## src/rtl/enc_par_serializer_pkg.sv

```systemverilog
// Shared RS parity geometry and symbol/block types for the parity serializer.
// Values mirror encoder.vh.
package enc_par_serializer_pkg;

    localparam int RSC_PAR_LEN       = 16;
    localparam int EGF_DIM           = 8;
    localparam int ENC_PAR_OUT_LANES = 4;
    localparam int ENC_PAR_BEATS     = RSC_PAR_LEN / ENC_PAR_OUT_LANES;

    typedef logic [EGF_DIM-1:0]          egf_sym_t;
    typedef egf_sym_t [RSC_PAR_LEN-1:0]  par_blk_t;

endpackage

```

## src/rtl/enc_par_bank.sv

```systemverilog
// One parity block register with load enable and a combinational beat-slice select.
// Symbol 0 sits in the least significant lane of beat 0.
module enc_par_bank
    import enc_par_serializer_pkg::*;
#(
    parameter int OUT_LANES = ENC_PAR_OUT_LANES,
    parameter int BEAT_W    = 2
)
(
    input  logic                         clk,
    input  logic                         rst,
    input  logic                         i_load,
    input  par_blk_t                     i_blk,
    input  logic [BEAT_W-1:0]            i_beat,
    output logic [OUT_LANES*EGF_DIM-1:0] o_beat_data
);

    par_blk_t r_blk;
    int       w_base;

    // NOTE: the bank is a handful of flops, not a RAM, so resetting it is cheap and
    // guarantees par_data reads 0 after reset; state always uses non-blocking updates.
    always_ff @(posedge clk or posedge rst) begin
        if (rst) begin
            r_blk <= '0;
        end else if (i_load) begin
            r_blk <= i_blk;
        end
    end

    assign w_base      = int'(i_beat) * OUT_LANES;
    assign o_beat_data = r_blk[w_base +: OUT_LANES];

endmodule

```

## src/rtl/enc_par_serializer.sv

```systemverilog
// Ping-pong parity serializer: two banks capture parity blocks and drain them as beats.
// Optional sticky drop flag par_ovf is built when ENC_PAR_OVF_EN is defined.
module enc_par_serializer
    import enc_par_serializer_pkg::*;
#(
    parameter int OUT_LANES = ENC_PAR_OUT_LANES
)
(
    input  logic                           clk,
    input  logic                           rst,
    input  logic                           pro_finish,
    input  logic [RSC_PAR_LEN*EGF_DIM-1:0] pro_data,
    output logic                           pro_ready,
    output logic                           par_valid,
    input  logic                           par_ready,
    output logic [OUT_LANES*EGF_DIM-1:0]   par_data,
    output logic                           par_last
`ifdef ENC_PAR_OVF_EN
    ,
    output logic                           par_ovf
`endif
);

    localparam int BEATS  = RSC_PAR_LEN / OUT_LANES;
    localparam int BEAT_W = (BEATS > 1) ? $clog2(BEATS) : 1;
    localparam logic [BEAT_W-1:0] LAST_BEAT = BEAT_W'(BEATS - 1);

    generate
        if (RSC_PAR_LEN % OUT_LANES != 0) begin : g_lane_chk
            $error("enc_par_serializer: OUT_LANES must divide RSC_PAR_LEN");
        end
    endgenerate

    logic              r_wr_ptr;
    logic              r_rd_ptr;
    logic [1:0]        r_cnt;
    logic [BEAT_W-1:0] r_beat;

    logic                         w_cap;
    logic                         w_hs;
    logic                         w_rel;
    logic [OUT_LANES*EGF_DIM-1:0] w_beat_data [2];

    assign pro_ready = (r_cnt != 2'd2);
    assign par_valid = (r_cnt != 2'd0);
    assign par_last  = par_valid && (r_beat == LAST_BEAT);

    assign w_cap = pro_finish && pro_ready;
    assign w_hs  = par_valid && par_ready;
    assign w_rel = w_hs && (r_beat == LAST_BEAT);

    enc_par_bank #(.OUT_LANES(OUT_LANES), .BEAT_W(BEAT_W)) u_bank0 (
        .clk         (clk),
        .rst         (rst),
        .i_load      (w_cap && !r_wr_ptr),
        .i_blk       (pro_data),
        .i_beat      (r_beat),
        .o_beat_data (w_beat_data[0])
    );

    enc_par_bank #(.OUT_LANES(OUT_LANES), .BEAT_W(BEAT_W)) u_bank1 (
        .clk         (clk),
        .rst         (rst),
        .i_load      (w_cap && r_wr_ptr),
        .i_blk       (pro_data),
        .i_beat      (r_beat),
        .o_beat_data (w_beat_data[1])
    );

    assign par_data = w_beat_data[r_rd_ptr];

    // Simultaneous capture and release leaves cnt alone; only the pointers move.
    always_ff @(posedge clk or posedge rst) begin
        if (rst) begin
            r_wr_ptr <= 1'b0;
            r_rd_ptr <= 1'b0;
            r_cnt    <= 2'd0;
            r_beat   <= '0;
        end else begin
            if (w_cap) begin
                r_wr_ptr <= ~r_wr_ptr;
            end
            if (w_rel) begin
                r_rd_ptr <= ~r_rd_ptr;
                r_beat   <= '0;
            end else if (w_hs) begin
                r_beat   <= r_beat + 1'b1;
            end
            if (w_cap && !w_rel) begin
                r_cnt <= r_cnt + 2'd1;
            end else if (!w_cap && w_rel) begin
                r_cnt <= r_cnt - 2'd1;
            end
        end
    end

`ifdef ENC_PAR_OVF_EN
    logic w_drop;
    assign w_drop = pro_finish && !pro_ready;

    always_ff @(posedge clk or posedge rst) begin
        if (rst) begin
            par_ovf <= 1'b0;
        end else if (w_drop) begin
            par_ovf <= 1'b1;
        end
    end
`endif

endmodule

```

## config.mk

```make
export PLATFORM = sky130hd
export DESIGN_NAME = enc_par_serializer
export DESIGN_NICKNAME = d
export VERILOG_FILES = /design/src/rtl/enc_par_serializer_pkg.sv /design/src/rtl/enc_par_bank.sv /design/src/rtl/enc_par_serializer.sv
export SDC_FILE = /design/constraint.sdc
export NUM_CORES = 1
export LEC_CHECK = 0
export ABC_AREA = 1
export BUFFER_PORTS_ARGS = -buffer_cell sky130_fd_sc_hd__clkbuf_2
export CORE_MARGIN = 2
export CORE_UTILIZATION = 34
export CTS_CLUSTER_SIZE = 20
export DETAILED_ROUTE_END_ITERATION = 8
export SYNTH_ARGS = -nofsm -noshare
export SYNTH_HDL_FRONTEND = slang
export SYNTH_SLANG_ARGS = --single-unit
```

## constraint.sdc

```tcl
create_clock -name clk -period 10.4 [get_ports clk]
set_input_delay 2.08 -clock clk [delete_from_list [all_inputs] [get_ports clk]]
set_output_delay 2.08 -clock clk [all_outputs]
set_load 0.01 [all_outputs]
```

==> results.py <==
metrics = {
    "floorplanning": {
        "start_util": 0.345,
        "fp.dieW_microns": 205,
        "core-area_sq_um": 39700,
        "die_h_microns": 205,
        "ios": 167,
        "die_area_sq_um": 41900,
        "fp-row-count": 73,
    },
    "worst_setup_path": {
        "cp_max_fo": 84,
        "required_ns": 8.32,
        "critical_path_class": "flip-flop to primary output",
        "crit_chain": "clkinv_2 > buf_4 > nand2_1 > nand3_1 > nand2_1 > nand2_1 > nand2_1 > clkbuf_2",
        "cp.arrival_ns": 3.34,
        "crit_path_end_kind": "primary output",
        "crit_path_frequent_cell": "nand2_1",
        "worstSetupStartpointType": "flip-flop",
        "slowest_delay_ns": 0.70,
        "cp_slowest_cell": "dfrtp_4",
    },
    "cts": {
        "cts_resized": 0,
        "hold_buffers": 0,
        "post-cts-setup-buffers": 0,
        "cts-root-buf": "clkbuf_16",
        "cts.clk_slew.worst_paths_ns": 0.06,
        "h-tree-depth": 1,
        "cts_tree": "yes",
        "cts_buffers": 29,
        "clkSinkCount": 262,
        "clk_latency_ns": 0.56,
        "clockBufferDepth": 3,
    },
    "timing": {
        "max_freq_ghz": 0.185,
        "finClkSkew_ns": 0.0110,
        "setup_violations": 0,
        "rsz0062_at_grt": "false",
        "tns_ns": 0,
        "maxSlewViolCount": 0,
        "relSlewSlack": 0.240,
        "hold_violations": 0,
        "finalCritPeriodShare": 0.521,
        "period_minus_slack_ns": 5.42,
        "worst_slew_pin_slew_ns": 1.14,
    },
    "synth": {
        "syn_avg_cell_area_sq_um": 7.44,
        "synth_area_leaders": "dfrtp_1 48%, nand2_1 19%, inv_1 11%, o21ai_2 5.1%, o21ai_1 4.9%",
        "synth_cell_types": 21,
        "synthCells": 1840,
        "synth_top_area_frac": 0.479,
        "synth_seq_cells": 262,
        "ys_seq_area_frac": 0.479,
        "ys_warn_count": 0,
        "syn-num-nets": 1974,
        "syn_area_sq_um": 13700,
        "yosys.area.top_type": "dfrtp_1",
    },
    "drt": {
        "wl_per_cell_microns": 14.8,
        "vias": 11168,
        "viasPerCell": 4.48,
        "drtAntennaViolNets": 0,
        "drt_drc_violations_left": 0,
        "drt_first_pass_iters": 5,
        "totalWireLength_microns": 36900,
        "first_iter_violations": 870,
    },
    "place": {
        "hpwlAfterDp_microns": 25300,
        "place.gp.congestion": 0.901,
        "dp_cells": 2437,
        "placed_area_sq_um": 14500,
        "io_buffers": 166,
    },
    "status": {
        "status": "completed",
    },
    "grt": {
        "grt_pass1_wl_microns": 59300,
        "grt-ovfl-total": 0,
        "antenna_found_initial": 1,
        "grt_max_degree": 174,
        "grt_pass1_vias": 10493,
        "gr-usage-all-layers": 0.179,
    },
    "cells_and_area": {
        "antennaDiodeCount": 0,
        "fin_area_sq_um": 15600,
        "n_fill_cell": 4130,
        "final_nets": 2077,
        "final_cell_mix": "682 x nand2_1, 389 x inv_1, 260 x dfrtp_1, 166 x clkbuf_2, 134 x o21ai_1",
        "layout_commonest_cell": "nand2_1",
        "final_cell_count_no_fill": 2491,
        "syn_to_final_growth_pct": 14.2,
        "layout-drive-gt1-share": 0.161,
    },
    "hold_path": {
        "hp-class": "flip-flop to flip-flop",
    },
    "pwr": {
        "pwr_density_cell_nw_per_um2": 338,
        "ir_drop_v": 0.000157,
        "power.leakage_nw": 8.91,
    },
    "run": {
        "cap_viol_max_count": 0,
    },
}
flip-flops by register name, summed over array words and instances (netlist names):
name,count
u_bank0.r_blk,128
u_bank1.r_blk,128
r_beat,2
r_cnt,2
r_rd_ptr,1
r_wr_ptr,1
metal layers:
layer	GRT usage	wire [microns]	vias up
met5	0	13	-
met4	0.0492	816	2
met3	0.0261	2390	46
met2	0.241	14700	298
met1	0.290	19000	5123
li1	-	-	5699
through the flow:
step | total power [W] | util | setup WS [ns] | hold slack, ns
2_1_floorplan | 0.00353 | - | 1.11 | 0.453
3_3_place_gp | 0.00409 | 0.366 | 5.63 | 0.465
3_5_place_dp | 0.00413 | 0.366 | 5.59 | 0.467
4_1_cts | 0.00532 | 0.394 | 4.97 | 0.483
5_1_grt | 0.00576 | 0.394 | 4.76 | 0.503
6_report | 0.00529 | 0.394 | 4.98 | 0.480
cell usage after synthesis, drive strengths merged:
| master | number |
|---|---|
| xor2 | 1 |
| xnor2 | 1 |
| a21oi | 1 |
| o21ai | 258 |
| nand2 | 683 |
| clkbuf | 12 |
| buf | 93 |
| ha | 2 |
| o21a | 1 |
| inv | 393 |
| nand3b | 2 |
| nand3 | 131 |
| dfrtp | 262 |
critical path: cells and delay by family, from the launching register on:
family | cells | cell delay [ns]
buffers and inverters | 3 | 1.46
DFF | 1 | 0.70
and+or+nand+nor | 5 | 0.54
kinds of logic (layout without fill, tap and decap cells):
kind of cell | after synthesis | count (layout) | synth area share
AND/OR/NAND/NOR | 816 | 816 | 0.239
AO/OA/AOI/OAI | 260 | 260 | 0.117
flip-flops | 262 | 262 | 0.479
buffers and inverters | 498 | 624 | 0.163
XOR/XNOR | 2 | 2 | 0.00128
adder cells (fa/ha/maj) | 2 | 2 | 0.00183
power by group:
group | switching, W | internal (W) | leakage [nW]
Clock | 0.000437 | 0.000736 | 0.537
Combinational | 0.00154 | 0.000787 | 5.11
Sequential | 0.000280 | 0.00151 | 3.26
final timing paths:
| path | startpoint | end | slack [ns] | depth (start not counted) |
|---|---|---|---|---|
| setup / recovery | r_beat[0] | par_data[21] | 4.98 | 8 |
| hold / removal | u_bank0.r_blk[44] | u_bank0.r_blk[44] | 0.48 | 2 |
| setup reg to reg | r_cnt[0] | u_bank0.r_blk[74] | 7.60 | 6 |
| hold reg to reg | u_bank0.r_blk[44] | u_bank0.r_blk[44] | 0.48 | 2 |
| max in group asynchronous | rst | u_bank1.r_blk[102] | 7.38 | 3 |
| min in group asynchronous | rst | u_bank1.r_blk[25] | 1.61 | 2 |
final cells by class:
class / instances / area [sq um] / area share
flip-flops and latches: 262 / 6560 / 0.420
multi-input cells: 1080 / 4910 / 0.314
inverters: 393 / 1480 / 0.0949
repair buffers: 177 / 926 / 0.0592
clock buffers: 39 / 833 / 0.0533
well taps: 525 / 657 / 0.0420
clock inverters: 15 / 265 / 0.0170
Power figures use the tool's default switching activity.
